**config.mk**
```make
export PLATFORM = sky130hd
export DESIGN_NAME = cc_depuncture
export DESIGN_NICKNAME = d
export VERILOG_FILES = /design/src/rtl/wimax_fec_pkg.sv /design/src/rtl/cc_punct_pattern.sv /design/src/rtl/cc_depuncture.sv
export SDC_FILE = /design/constraint.sdc
export NUM_CORES = 1
export LEC_CHECK = 0
export CAP_MARGIN = 0
export CORE_AREA = 3 3 52 54
export DETAILED_ROUTE_END_ITERATION = 6
export DIE_AREA = 0 0 55 57
export PLACE_DENSITY = 0.84
export REMOVE_ABC_BUFFERS = 1
export SLEW_MARGIN = 20
export SYNTH_ARGS = -nofsm -noshare
export SYNTH_HDL_FRONTEND = slang
export SYNTH_HIERARCHICAL = 1
export SYNTH_SLANG_ARGS = --single-unit
```
**constraint.sdc**
```tcl
create_clock -name clk -period 2.3 [get_ports clk]
set_input_delay 0.345 -clock clk [delete_from_list [all_inputs] [get_ports clk]]
set_output_delay 0.345 -clock clk [all_outputs]
set_load 0.005 [all_outputs]
```
**src/rtl/wimax_fec_pkg.sv**
```systemverilog
// rtl/wimax_fec_pkg.sv - rate encodings and puncturing tables shared by the CC encoder and depuncturer
package wimax_fec_pkg;

  typedef enum logic [1:0] {
    CC_RATE_1_2 = 2'd0,
    CC_RATE_2_3 = 2'd1,
    CC_RATE_3_4 = 2'd2,
    CC_RATE_5_6 = 2'd3
  } cc_rate_e;

  typedef enum logic {
    X_NEXT = 1'b0,
    Y_NEXT = 1'b1
  } cc_slot_e;

  // Indexed by cc_rate_e; bit k of a mask says whether pair k carries that soft bit.
  localparam logic [3:0][2:0] CC_PERIOD = {3'd5, 3'd3, 3'd2, 3'd1};
  localparam logic [3:0][4:0] CC_X_MASK = {5'b10101, 5'b00101, 5'b00001, 5'b00001};
  localparam logic [3:0][4:0] CC_Y_MASK = {5'b01011, 5'b00011, 5'b00011, 5'b00001};

endpackage

```
**src/rtl/cc_punct_pattern.sv**
```systemverilog
// rtl/cc_punct_pattern.sv - combinational lookup of X/Y presence and period end for pair k
module cc_punct_pattern
  import wimax_fec_pkg::*;
(
  input  cc_rate_e   rate,
  input  logic [2:0] k,
  output logic       has_x,
  output logic       has_y,
  output logic       last
);

  assign has_x = CC_X_MASK[rate][k];
  assign has_y = CC_Y_MASK[rate][k];
  assign last  = (k == 3'(CC_PERIOD[rate] - 3'd1));

endmodule

```
**src/rtl/cc_depuncture.sv**
```systemverilog
// rtl/cc_depuncture.sv - rebuilds X/Y soft-bit pairs from a punctured stream, erasing dropped slots
// Optional CC_DEPUNCTURE_EOF_EN adds in_eof to flush a partial pair at end of frame.
module cc_depuncture
  import wimax_fec_pkg::*;
#(
  parameter int w = 4
) (
  input  logic         clk,
  input  logic         reset,
  input  logic [w-1:0] in_bits,
  input  logic         in_valid,
  input  logic         in_sof,
`ifdef CC_DEPUNCTURE_EOF_EN
  input  logic         in_eof,
`endif
  output logic         in_ready,
  input  logic [1:0]   cc_rate,
  output logic [w-1:0] out_x,
  output logic [w-1:0] out_y,
  output logic         out_x_erase,
  output logic         out_y_erase,
  output logic         out_valid,
  input  logic         out_ready
);

  logic [2:0]   k_q, k_d;
  cc_slot_e     slot_q, slot_d;
  cc_rate_e     rate_q, rate_d;
  logic [w-1:0] x_hold_q, x_hold_d;
  logic [w-1:0] out_x_q, out_x_d, out_y_q, out_y_d;
  logic         out_xe_q, out_xe_d, out_ye_q, out_ye_d;
  logic         out_valid_q, out_valid_d;

  logic         accept;
  logic         emit;
  cc_rate_e     rate_use;
  logic [2:0]   k_use;
  cc_slot_e     slot_use;
  logic         pat_has_x, pat_has_y, pat_last;

  assign in_ready = !out_valid_q || out_ready;
  assign accept   = in_valid && in_ready;

  // A start-of-frame restarts the pattern on this very input.
  always_comb begin
    rate_use = rate_q;
    k_use    = k_q;
    slot_use = slot_q;
    if (in_sof) begin
      rate_use = cc_rate_e'(cc_rate);
      k_use    = 3'd0;
      slot_use = X_NEXT;
    end
  end

  cc_punct_pattern u_pattern (
    .rate  (rate_use),
    .k     (k_use),
    .has_x (pat_has_x),
    .has_y (pat_has_y),
    .last  (pat_last)
  );

  always_comb begin
    k_d         = k_q;
    slot_d      = slot_q;
    rate_d      = rate_q;
    x_hold_d    = x_hold_q;
    out_x_d     = out_x_q;
    out_y_d     = out_y_q;
    out_xe_d    = out_xe_q;
    out_ye_d    = out_ye_q;
    out_valid_d = out_valid_q && !out_ready;
    emit        = 1'b0;
    if (accept) begin
      rate_d = rate_use;
      k_d    = k_use;
      slot_d = slot_use;
      if (slot_use == Y_NEXT) begin
        emit     = 1'b1;
        out_x_d  = x_hold_q;
        out_xe_d = 1'b0;
        out_y_d  = in_bits;
        out_ye_d = 1'b0;
      end else if (pat_has_x && pat_has_y) begin
        x_hold_d = in_bits;
        slot_d   = Y_NEXT;
`ifdef CC_DEPUNCTURE_EOF_EN
        if (in_eof) begin
          emit     = 1'b1;
          out_x_d  = in_bits;
          out_xe_d = 1'b0;
          out_y_d  = '0;
          out_ye_d = 1'b1;
        end
`endif
      end else if (pat_has_x) begin
        emit     = 1'b1;
        out_x_d  = in_bits;
        out_xe_d = 1'b0;
        out_y_d  = '0;
        out_ye_d = 1'b1;
      end else begin
        emit     = 1'b1;
        out_x_d  = '0;
        out_xe_d = 1'b1;
        out_y_d  = in_bits;
        out_ye_d = 1'b0;
      end
      if (emit) begin
        out_valid_d = 1'b1;
        slot_d      = X_NEXT;
        k_d         = pat_last ? 3'd0 : k_use + 3'd1;
`ifdef CC_DEPUNCTURE_EOF_EN
        if (in_eof) k_d = 3'd0;
`endif
      end
    end
  end

  always_ff @(posedge clk or posedge reset) begin
    if (reset) begin
      k_q         <= 3'd0;
      slot_q      <= X_NEXT;
      rate_q      <= CC_RATE_1_2;
      x_hold_q    <= '0;
      out_x_q     <= '0;
      out_y_q     <= '0;
      out_xe_q    <= 1'b0;
      out_ye_q    <= 1'b0;
      out_valid_q <= 1'b0;
    end else begin
      k_q         <= k_d;
      slot_q      <= slot_d;
      rate_q      <= rate_d;
      x_hold_q    <= x_hold_d;
      out_x_q     <= out_x_d;
      out_y_q     <= out_y_d;
      out_xe_q    <= out_xe_d;
      out_ye_q    <= out_ye_d;
      out_valid_q <= out_valid_d;
    end
  end

  assign out_x       = out_x_q;
  assign out_y       = out_y_q;
  assign out_x_erase = out_xe_q;
  assign out_y_erase = out_ye_q;
  assign out_valid   = out_valid_q;

endmodule

```
Word-level counts from Yosys, hierarchy flattened --
Cells that the tools add are included.
Storage, ports and cells: input bits 11, logic and storage cells 59, flip-flop bits (word level) 21, output and inout port bits 12
Operators by class: multiplexer cells 35, order comparisons 2, reductions and logical operators 8, bitwise operators 1, eq/ne operators 2, add/sub/neg operators 2
Operators with widths (number):
- $mux W4 | 6
- $bmux W5 S2 | 2
- $mux W1 | 17
- $mux W3 | 4
- $mux W5 | 2
- $bmux W1 S3 | 2
- $bmux W3 S2 | 1
- $lt A3 B4 Y1 const B | 1
- $add A3 B1 Y3 const B | 1
- $eq A3 B3 Y1 | 1
- $logic_and A1 B1 Y1 | 3
- $lt A2 B3 Y1 const B | 1
- $reduce_and A3 Y1 | 1
- $sub A3 B1 Y3 const B | 1
- $logic_not A1 Y1 | 2
- $mux W2 | 1
- $ne A2 B2 Y1 const B | 1
- $reduce_and A2 Y1 | 1
- $logic_or A1 B1 Y1 | 1
- $not A1 Y1 | 1

Depth between registers and ports, before layout --
Gate-level depths: netlist of the first run.
depth after elaboration 11, depth in mapped cells 10, gate-level depth less buffers 8

By module --
The synthesis of the first run kept the hierarchy.
Modules (own cells, without submodules):
- cc_depuncture | seq. area each 525.5 um2, instances 1, cells an instance 90, area each 1031.0 um2
- cc_punct_pattern | seq. area each 0.0 um2, instances 1, cells an instance 15, area each 102.6 um2

Least setup slack after synthesis of the first run --
OpenSTA, ideal clock, no wires.
path type input to register, start in in_sof, end reg x_hold_q[0], library setup time 125 ps, data required time 2175 ps, cell stages on the path 9, arrival 1976 ps, slack 199 ps, buffers on the path 1, cell sequence buf_4 -> mux2_2 -> nor2b_1 -> a2bb2oi_1 -> nor2_1 -> nand2_2 -> nor2_4 -> nand3_4 -> mux2_4
Between the ends: longest elaborated chain between the ends 7, elaborated cells on any way between the ends 14, classes of those cells mux (11); bitwise (1); reduce/logical (2)
Ends and longest elaborated chain:
- start: declaration | line cc_depuncture.sv:12 | input logic in_sof,
- $mux W2 | line cc_depuncture.sv:49 | if (in_sof) begin
- net rate_use[0] | line cc_depuncture.sv:36 | cc_rate_e rate_use;
- $bmux W5 S2 | line cc_punct_pattern.sv:12 | assign has_x = CC_X_MASK[rate][k];
- $mux W5 (not written as such) | line cc_punct_pattern.sv:12
- $bmux W1 S3 | line cc_punct_pattern.sv:12
- $mux W1 (not written as such) | line cc_punct_pattern.sv:12
- net pat_has_x | line cc_depuncture.sv:39 | logic pat_has_x, pat_has_y, pat_last;
- $logic_and A1 B1 Y1 | line cc_depuncture.sv:85 | end else if (pat_has_x && pat_has_y) begin
- $reduce_and A3 Y1 (no source line)
- end signal: assignment | line cc_depuncture.sv:136 | x_hold_q <= x_hold_d;
- end: declaration | line cc_depuncture.sv:29 | logic [w-1:0] x_hold_q, x_hold_d;
The timed path passes the listed nets, and every way through them passes these cells. The select of a mux whose other input is x is not followed. A chain may end at the register's enable or synchronous reset.

Worst setup path after layout of the first run --
start in cc_rate[0], end reg x_hold_q[0]
Between the ends: longest elaborated chain between the ends 7, elaborated cells on any way between the ends 11, classes of those cells mux (9); reduce/logical (2)
Ends and longest elaborated chain:
- start: declaration | line cc_depuncture.sv:17 | input logic [1:0] cc_rate,
- $mux W2 | line cc_depuncture.sv:49
- net rate_use[0] | line cc_depuncture.sv:36
- $bmux W5 S2 | line cc_punct_pattern.sv:13 | assign has_y = CC_Y_MASK[rate][k];
- $mux W5 (not written as such) | line cc_punct_pattern.sv:13
- $bmux W1 S3 | line cc_punct_pattern.sv:13
- $mux W1 (not written as such) | line cc_punct_pattern.sv:13
- net pat_has_y | line cc_depuncture.sv:39
- $logic_and A1 B1 Y1 | line cc_depuncture.sv:85
- $reduce_and A3 Y1 (no source line)
The timed path passes the listed nets, and every way through them passes these cells. The select of a mux whose other input is x is not followed.

==> results of run 1 <==
## cell type report
type                            instances  area [µm²]
Clock inverter                          1        5.00
Inverter                                5        18.8
Clock buffer                            3        22.5
Timing Repair Buffer                   38         355
Fill cell                             196         722
Multi-Input combinational cell         76         571
Tap cell                               28        35.0
Sequential cell                        21         526
## metal layers
layer	GRT usage (%)	routed length, µm	vias to the layer above
li1	-	-	456
met1	24.7	1250	461
met2	29.4	1290	25
met3	3.13	109	8
met4	9.03	80	0
met5	0	0	-
## path summary, 6_finish.rpt
path	cells past startpoint	endpoint	slack, ps	start
hold reg to reg	2	out_x[0]$_DFFE_PP0P_	490	out_x[0]$_DFFE_PP0P_
max in group asynchronous	3	x_hold_q[1]$_DFFE_PP0P_	1720	reset
setup reg to reg	8	x_hold_q[0]$_DFFE_PP0P_	370	rate_q[1]$_DFFE_PP0N_
min in group clk	2	out_x[0]$_DFFE_PP0P_	490	out_x[0]$_DFFE_PP0P_
setup / recovery	9	x_hold_q[0]$_DFFE_PP0P_	260	cc_rate[0]
hold / removal	3	out_x_erase$_DFFE_PP0P_	340	reset
## flip-flops by register name (all words and copies together) (netlist names)
signal,cells
out_y,4
x_hold_q,4
out_x,4
rate_q,2
slot_q,1
out_valid,1
out_x_erase,1
k_q,3
out_y_erase,1
## cells in the final DEF, fill, tap and decap left out, types with 3 or more instances in the layout
master           synthesis  routed
a21oi_1                  5       5
a22o_1                   4       4
and3_1                   4       4
buf_4                    1      15
clkbuf_4                 0       3
clkdlybuf4s50_1          0      21
dfrtp_1                 21      21
inv_1                    5       5
mux2_2                   4       4
mux2_4                   4       4
nand2_1                  9       9
nor2_1                   7       6
nor2b_1                  4       3
o21ai_1                  5       5
## power by group
part	switching, µW	internal (µW)
Combinational	461	599
Clock	116	64.8
Sequential	102	543
## cell families (layout without fill, tap and decap cells)
logic type | Yosys count | after routing | synth area share [%]
fa+ha+maj | 1 | 1 | 1.10
compound gates | 30 | 30 | 19.2
buf+inv | 8 | 47 | 3.75
simple gates | 37 | 37 | 20.3
mux | 8 | 8 | 9.27
flops | 21 | 21 | 46.4
## metrics by stage
step / utilization (%) / setup WS, ps / total power, µW
global route: 68.0 / 213 / 2040
finish: 68.0 / 262 / 1890
global placement: 66.4 / -151 / 1660
floorplan: - / 311 / 1210
detailed placement: 66.4 / -253 / 1700
CTS: 67.6 / 53.1 / 1890
## tightest hold or removal path, delay by kind of cell
family / cells / cell delay [ps]
buffers and inverters: 3 / 710
## timing repair
action,in CTS,in global routing
resized for setup,0,3
buffers inserted,0,0
setup endpoints to repair,0,14
==> results.py, run 1 <==
metrics = {
    "status": {
        "status": "finished, final reports clean",
    },
    "clock_tree": {
        "htree_levels": 1,
        "clk-insertion-delay-late_ps": 310,
        "cts_buffers": 3,
        "cts_root_buffer": "clkbuf_4",
        "cts_sinks": 21,
        "path_clk_slew_ps": 130,
        "cts_tree": "done",
        "holdBufCountCts": 0,
        "clk_path_buf_depth": 2,
    },
    "timing": {
        "clock.fmax_ghz": 0.491,
        "finClkSkew_ps": 10.8,
        "hold-worst-slack_ps": 344,
        "setup_viol": 0,
        "period_share_pct": 88.6,
        "period_needed_ps": 2040,
        "worst_pin_slew_ps": 327,
        "tns_ps": 0,
        "final_max_slew_viol_count": 0,
        "hold_violations": 0,
        "rsz0062_at_grt": "false",
        "slew_headroom_pct": 78.1,
    },
    "die": {
        "dieArea_um2": 3140,
        "core_um2": 2250,
        "fp.dieW_um": 55,
        "fp.dieH_um": 57,
        "ioPinCount": 23,
        "num_rows": 17,
        "start_util_pct": 50.3,
    },
    "drt": {
        "avgViaCountPerCell": 5.52,
        "drc": 0,
        "wl_per_cell_um": 15.8,
        "firstDrtPassIters": 4,
        "first_iter_violations": 17,
        "wl_mm": 2.72,
        "dr_total_vias": 950,
        "ant_nets": 0,
    },
    "placed_design": {
        "place_inst": 168,
        "dpl_cell_area_um2": 1500,
        "dp_hpwl_mm": 2.02,
        "portBuffers": 22,
        "place_congestion": 0.767,
    },
    "hold_path": {
        "hp-class": "in -> async",
    },
    "worst_setup_path": {
        "worst_ep_arrival_time_ps": 2230,
        "path_cells": "clkdlybuf4s50_1 -> mux2_2 -> and2b_2 -> a2bb2oi_1 -> nor2_1 -> nand2_2 -> nor2_4 -> nand3_4 -> mux2_4",
        "path_max_fanout": 5,
        "timing.critical_path.required_ps": 2500,
        "crit_buf_inv": 1,
        "slowest_delay_ps": 470,
        "path_delay_family": "simple AND/OR/NAND/NOR gates",
        "cp-start-kind": "input pin",
        "critical-path-slowest-cell": "clkdlybuf4s50_1",
        "crit_type": "in -> reg",
        "cp-end-kind": "flop",
    },
    "synth": {
        "ys_seq_elements": 21,
        "ys_top_cells_by_count": "dfrtp_1, nand2_1, nor2_1",
        "yosys.area.top_type": "dfrtp_1",
        "synthCells": 105,
        "yosysTopAreaCellShare_pct": 46.4,
        "synth-warning-count": 6,
        "synth.most_common_cell": "dfrtp_1",
        "synth_top_flop_cell": "dfrtp_1",
        "ys_seq_area_share_pct": 46.4,
        "syn_area_per_cell_um2": 10.8,
        "async_flop_share_pct": 100,
        "synth_edf_count": 0,
        "synth_area_um2": 1130,
        "synth.distinct_cells": 38,
        "synthTopCellsByArea": "dfrtp_1, mux2_4, mux2_2, a22o_1, nand2_1",
    },
    "final_layout": {
        "fin_area_um2": 1530,
        "drive_gt1_share_pct": 27.8,
        "area_growth_pct": 35.2,
        "final-instance-count-excl-fill": 172,
        "nNetsFinal": 157,
        "antenna_cells": 0,
    },
    "flow_run": {
        "maxCapViolations": 0,
    },
    "global_routing": {
        "grt_max_degree": 22,
        "grt_pass1_wl_mm": 4.39,
        "antenna_found_initial": 0,
        "track_usage_pct": 18.8,
        "first_global_vias": 965,
        "grt.overflow.total": 0,
    },
    "pwr": {
        "ir_drop_mv": 0.788,
        "p_leak_uw": 0.000715,
        "power.density_nw_per_um2": 1230,
    },
}
Power figures use the tool's default switching activity.
==> run 2: changes to the inputs <==
--- a/config.mk
+++ b/config.mk
@@ -7,12 +7,12 @@
 export LEC_CHECK = 0
 export CAP_MARGIN = 0
 export CORE_AREA = 3 3 52 54
+export CTS_CLUSTER_SIZE = 20
 export DETAILED_ROUTE_END_ITERATION = 6
 export DIE_AREA = 0 0 55 57
-export PLACE_DENSITY = 0.84
+export PLACE_DENSITY = 0.82
 export REMOVE_ABC_BUFFERS = 1
 export SLEW_MARGIN = 20
 export SYNTH_ARGS = -nofsm -noshare
 export SYNTH_HDL_FRONTEND = slang
-export SYNTH_HIERARCHICAL = 1
 export SYNTH_SLANG_ARGS = --single-unit
==> run 2 against run 1 <==
  * Clock power barely moved
  * Via count is 11% lower
  * Global-route usage fell by 2.6 points
  * First-iteration DRC count up 12%
  * Cell count down 11%
  * Hold slack better by 96 ps
  * Routed wire length fell by 19%
  * Sequential share of layout area up 4.6 points
  * Critical path type is now reg -> reg
  * Largest power group unchanged
==> results.py, run 2 <==
metrics = {
    "pwr": {
        "p_leak_uw": 0.000597,
        "power.density_nw_per_um2": 1180,
        "ir_drop_mv": 0.617,
    },
    "synth": {
        "synth.distinct_cells": 33,
        "ys_seq_elements": 21,
        "async_flop_share_pct": 100,
        "yosysTopAreaCellShare_pct": 48.1,
        "synth.most_common_cell": "dfrtp_1",
        "synth_top_flop_cell": "dfrtp_1",
        "ys_seq_area_share_pct": 48.1,
        "synthTopCellsByArea": "dfrtp_1, mux2_2, mux2_4, nand2_1, a22o_1",
        "syn_area_per_cell_um2": 10.7,
        "ys_top_cells_by_count": "dfrtp_1, nand2_1, o21ai_0",
        "synth-warning-count": 0,
        "synth_edf_count": 0,
        "synthCells": 102,
        "yosys.area.top_type": "dfrtp_1",
        "synth_area_um2": 1090,
    },
    "flow_run": {
        "maxCapViolations": 0,
    },
    "final_layout": {
        "fin_area_um2": 1350,
        "area_growth_pct": 23.6,
        "postLayoutCoreUtil_pct": 59.9,
        "drive_gt1_share_pct": 17.6,
        "antenna_cells": 0,
        "mostFrequentLayoutCell": "clkdlybuf4s50_1",
        "final.fill_count": 212,
        "final-instance-count-excl-fill": 153,
        "nNetsFinal": 137,
        "layout_common_cells": "clkdlybuf4s50_1, dfrtp_1, nand2_1",
    },
    "die": {
        "fp.dieH_um": 57,
        "dieArea_um2": 3140,
        "start_util_pct": 48.4,
        "fp.dieW_um": 55,
        "num_rows": 17,
        "ioPinCount": 23,
        "core_um2": 2250,
    },
    "worst_setup_path": {
        "timing.critical_path.required_ps": 2510,
        "worst_ep_arrival_time_ps": 2190,
        "crit_type": "reg -> reg",
        "cp-startpoint": "k_q[1]$_DFFE_PP0P_",
        "reg2reg_from": "k_q[1]$_DFFE_PP0P_",
        "path_max_fanout": 11,
        "cp-end-kind": "flop",
        "cp-start-kind": "flop",
        "reg2reg_depth": 4,
    },
    "clock_tree": {
        "holdBufCountCts": 0,
        "post_cts_buffers": 0,
        "cts_resized": 0,
        "cts_tree": "done",
        "cts_sinks": 21,
        "cts_buffers": 3,
        "path_clk_slew_ps": 120,
        "cts_root_buffer": "clkbuf_4",
        "clk_path_buf_depth": 2,
        "htree_levels": 1,
        "clk-insertion-delay-late_ps": 320,
    },
    "drt": {
        "dr_total_vias": 846,
        "wl_per_cell_um": 14.3,
        "firstDrtPassIters": 4,
        "avgViaCountPerCell": 5.53,
        "first_iter_violations": 19,
        "dr_wl_met3_um": 109,
        "wl_met1_um": 986,
        "ant_nets": 0,
        "drc": 0,
        "wl_met2_mm": 1.06,
        "wl_mm": 2.19,
        "topRoutingLayerUsed": "met4",
    },
    "timing": {
        "period_share_pct": 86.3,
        "setup_viol": 0,
        "hold-worst-slack_ps": 439,
        "final_max_slew_viol_count": 0,
        "clock.fmax_ghz": 0.504,
        "hold_violations": 0,
        "tns_ps": 0,
        "finClkSkew_ps": 8.46,
        "rsz0062_at_grt": "false",
        "worst_pin_slew_ps": 745,
        "period_needed_ps": 1980,
        "slew_headroom_pct": 50.3,
    },
    "global_routing": {
        "first_global_vias": 817,
        "grt_max_degree": 22,
        "grt.overflow.total": 0,
        "grt_pass1_wl_mm": 3.65,
        "antenna_found_initial": 0,
        "track_usage_pct": 16.3,
    },
    "status": {
        "status": "finished, final reports clean",
    },
    "hold_path": {
        "hp-class": "in -> async",
    },
    "placed_design": {
        "dpl_cell_area_um2": 1320,
        "dp_hpwl_mm": 1.59,
        "portBuffers": 22,
        "place_inst": 149,
        "place_congestion": 0.789,
    },
}
## run 2: changes by cell type after synthesis, sizes merged, moves of 3 or more
cell	change
a21oi	-3
and3	-3
inv	-3
nand2	+5
## run 2: worst max-delay path: stages, from the launching register on
cell and delay, ps:
dfrtp_1 560, a21bo_2 270, a221oi_1 470, or4_4 270
mux2_4 300
## run 2: cell families after synthesis
family                 count (synthesis)  share of synthesized area [%]
AND/OR/NAND/NOR                       37                           16.7
buffers and inverters                  8                           5.27
AO/OA/AOI/OAI                         25                           17.3
multiplexers                          11                           12.6
flip-flops                            21                           48.1
## run 2: final timing paths
path                                                end  slack [ps]
worst max-delay path            x_hold_q[0]$_DFFE_PP0P_         320
worst min-delay path                out_valid$_DFF_PP0_         440
worst max register to register  x_hold_q[0]$_DFFE_PP0P_         320
worst min register to register  out_x_erase$_DFFE_PP0P_         510
max in group asynchronous         rate_q[1]$_DFFE_PP0P_        1390
min in group clk                out_x_erase$_DFFE_PP0P_         510
## run 2: power breakdown
group / internal (µW) / switching (µW) / total, µW / leakage, µW
combinational: 453 / 277 / 729 / 0.000324
clock: 66.6 / 116 / 183 / 0.0000139
sequential: 531 / 155 / 686 / 0.000259
total: 1050 / 548 / 1600 / 0.000597
## run 2: metrics by stage
step	total power [µW]	worst slack, ps
2_1_floorplan	1090	576
3_3_place_gp	1390	132
3_5_place_dp	1420	92.4
4_1_cts	1610	353
5_1_grt	1720	271
6_report	1600	315
## run 2: final cells by class
type	count	area [µm²]	share of cell area (%)
Multi-Input combinational cell	73	509	37.7
Tap cell	28	35.0	2.60
Clock buffer	3	22.5	1.67
Clock inverter	1	7.51	0.556
Inverter	2	7.51	0.556
Timing Repair Buffer	25	243	18.0
Sequential cell	21	526	38.9
## run 2: metal layers
layer / track usage [%] / vias to the layer above
met5: 0 / -
met4: 5.21 / 0
met3: 4.70 / 5
met2: 24.2 / 27
met1: 22.8 / 408
li1: - / 406
==> run 3: changes to the inputs <==
--- a/config.mk
+++ b/config.mk
@@ -6,11 +6,12 @@
 export NUM_CORES = 1
 export LEC_CHECK = 0
 export CAP_MARGIN = 0
-export CORE_AREA = 3 3 52 54
+export CORE_AREA = 3 3 50 52
+export CTS_BUF_LIST = sky130_fd_sc_hd__clkbuf_4 sky130_fd_sc_hd__clkbuf_8
 export CTS_CLUSTER_SIZE = 20
 export DETAILED_ROUTE_END_ITERATION = 6
-export DIE_AREA = 0 0 55 57
-export PLACE_DENSITY = 0.82
+export DIE_AREA = 0 0 53 55
+export PLACE_DENSITY = 0.87
 export REMOVE_ABC_BUFFERS = 1
 export SLEW_MARGIN = 20
 export SYNTH_ARGS = -nofsm -noshare
==> run 3 against run 2 <==
  * Total power decreased by 0.98%
  * Via count decreased by 0.83%
  * Register-to-register slack about the same
  * Clock skew decreased by 7.6 ps
  * First-iteration DRC count increased by 21%
  * Clock power about the same
  * Critical path type unchanged
  * Largest cell class unchanged
  * Highest routed layer unchanged
==> results.py, run 3 (synthesized netlist as in run 2, its figures left out) <==
metrics = {
    "placed_design": {
        "dpl_cell_area_um2": 1310,
        "portBuffers": 22,
        "dp_hpwl_mm": 1.61,
        "place_congestion": 0.763,
    },
    "drt": {
        "avgViaCountPerCell": 5.56,
        "dr_total_vias": 839,
        "firstDrtPassIters": 4,
        "drc": 0,
        "first_iter_violations": 23,
        "wl_per_cell_um": 14.8,
        "wl_mm": 2.24,
        "ant_nets": 0,
    },
    "clock_tree": {
        "cts_buffers": 3,
        "cts_tree": "done",
        "cts_resized": 0,
        "clk_path_buf_depth": 2,
        "clk-insertion-delay-late_ps": 300,
        "path_clk_slew_ps": 110,
        "cts_root_buffer": "clkbuf_4",
        "cts_sinks": 21,
        "htree_levels": 1,
        "post_cts_buffers": 0,
        "holdBufCountCts": 0,
    },
    "flow_run": {
        "maxCapViolations": 0,
    },
    "final_layout": {
        "area_growth_pct": 22.2,
        "layout_common_cells": "clkdlybuf4s50_1, dfrtp_1, nand2_1",
        "nNetsFinal": 135,
        "drive_gt1_share_pct": 16.3,
        "mostFrequentLayoutCell": "clkdlybuf4s50_1",
        "antenna_cells": 0,
        "fin_area_um2": 1340,
    },
    "timing": {
        "period_share_pct": 86.6,
        "finClkSkew_ps": 0.821,
        "setup_viol": 0,
        "tns_ps": 0,
        "rsz0062_at_grt": "false",
        "worst_pin_slew_ps": 771,
        "hold_violations": 0,
        "slew_headroom_pct": 48.5,
        "final_max_slew_viol_count": 0,
        "clock.fmax_ghz": 0.502,
        "period_needed_ps": 1990,
    },
    "global_routing": {
        "grt_pass1_wl_mm": 3.84,
        "met3_usage_pct": 4.56,
        "first_global_vias": 866,
        "use_met1_pct": 22.2,
        "grtUsageMet2_pct": 31.2,
        "grt.overflow.total": 0,
        "antenna_found_initial": 0,
        "grt.busiest_layer": "met2",
        "track_usage_pct": 18.2,
        "grt_max_degree": 22,
    },
    "die": {
        "start_util_pct": 50.8,
        "core_um2": 2150,
        "num_rows": 17,
        "fp.dieW_um": 53,
        "dieArea_um2": 2920,
        "ioPinCount": 23,
        "fp.dieH_um": 55,
    },
    "worst_setup_path": {
        "critical-path-slowest-cell": "dfrtp_1",
        "cp-start-kind": "flop",
        "crit_type": "reg -> reg",
        "path_max_fanout": 11,
        "worst_ep_arrival_time_ps": 2190,
        "rrSetupSlack_ps": 310,
        "slowest_delay_ps": 520,
        "reg2reg_depth": 4,
        "timing.critical_path.required_ps": 2500,
        "path_cells": "a21bo_2 -> a221oi_1 -> or4_4 -> mux2_4",
        "cp-end-kind": "flop",
        "r2r-end": "x_hold_q[0]$_DFFE_PP0P_",
        "reg2reg_from": "k_q[1]$_DFFE_PP0P_",
    },
    "pwr": {
        "power.density_nw_per_um2": 1190,
        "p_leak_uw": 0.000591,
        "ir_drop_mv": 0.588,
    },
    "status": {
        "status": "finished, final reports clean",
    },
    "hold_path": {
        "hp-class": "in -> async",
    },
}
-- run 3: cell types whose count changed in the layout (fill, tap and decap cells not counted), sizes merged --
cell,change
clkbuf,+1
clkinvlp,-1
buf,-2
-- run 3: cell type report --
type,count,area [µm²]
Fill cell,165,813
Inverter,2,7.51
Timing Repair Buffer,23,228
Clock buffer,4,30.0
Tap cell,28,35.0
Sequential cell,21,526
Multi-Input combinational cell,73,509
-- run 3: where the power goes --
| group | switching, µW | internal, µW |
|---|---|---|
| clock network | 105 | 79.5 |
| registers | 151 | 531 |
| logic | 277 | 438 |
| total | 534 | 1050 |
-- run 3: per-layer routing --
| layer | wire length, µm | up-vias |
|---|---|---|
| met1 | 1020 | 413 |
| li1 | - | 398 |
| met3 | 110 | 4 |
| met5 | 0 | - |
| met2 | 1070 | 24 |
| met4 | 35 | 0 |
-- run 3: worst max-delay path by stage --
| stage | slack (ps) | start | endpoint |
|---|---|---|---|
| 2_1_floorplan | 580 | k_q[2]$_DFFE_PP0P_ | x_hold_q[0]$_DFFE_PP0P_ |
| 3_3_place_gp | 150 | out_ready | x_hold_q[3]$_DFFE_PP0P_ |
| 3_5_place_dp | 90 | out_ready | x_hold_q[1]$_DFFE_PP0P_ |
| 4_1_cts | 310 | k_q[1]$_DFFE_PP0P_ | x_hold_q[0]$_DFFE_PP0P_ |
| 5_1_grt | 210 | k_q[2]$_DFFE_PP0P_ | x_hold_q[0]$_DFFE_PP0P_ |
| 6_report | 310 | k_q[1]$_DFFE_PP0P_ | x_hold_q[0]$_DFFE_PP0P_ |
-- run 3: worst max-delay path: cells and delay by family (launching register included) --
| family | cells | cell delay (ps) |
|---|---|---|
| AOI/OAI and AO/OA | 2 | 780 |
| DFF | 1 | 520 |
| muxes | 1 | 300 |
| and+or+nand+nor | 1 | 280 |
-- run 3: metrics by stage --
| step | cells | hold WS, ps | util (%) | power, µW | setup slack [ps] |
|---|---|---|---|---|---|
| 6_report | 151 | 478 | 62.1 | 1580 | 308 |
| 3_3_place_gp | 147 | 489 | 60.7 | 1370 | 150 |
| 2_1_floorplan | 96 | 322 | - | 1090 | 576 |
| 4_1_cts | 151 | 501 | 62.1 | 1600 | 308 |
| 5_1_grt | 151 | 532 | 62.1 | 1710 | 211 |
| 3_5_place_dp | 147 | 494 | 60.7 | 1400 | 93.2 |
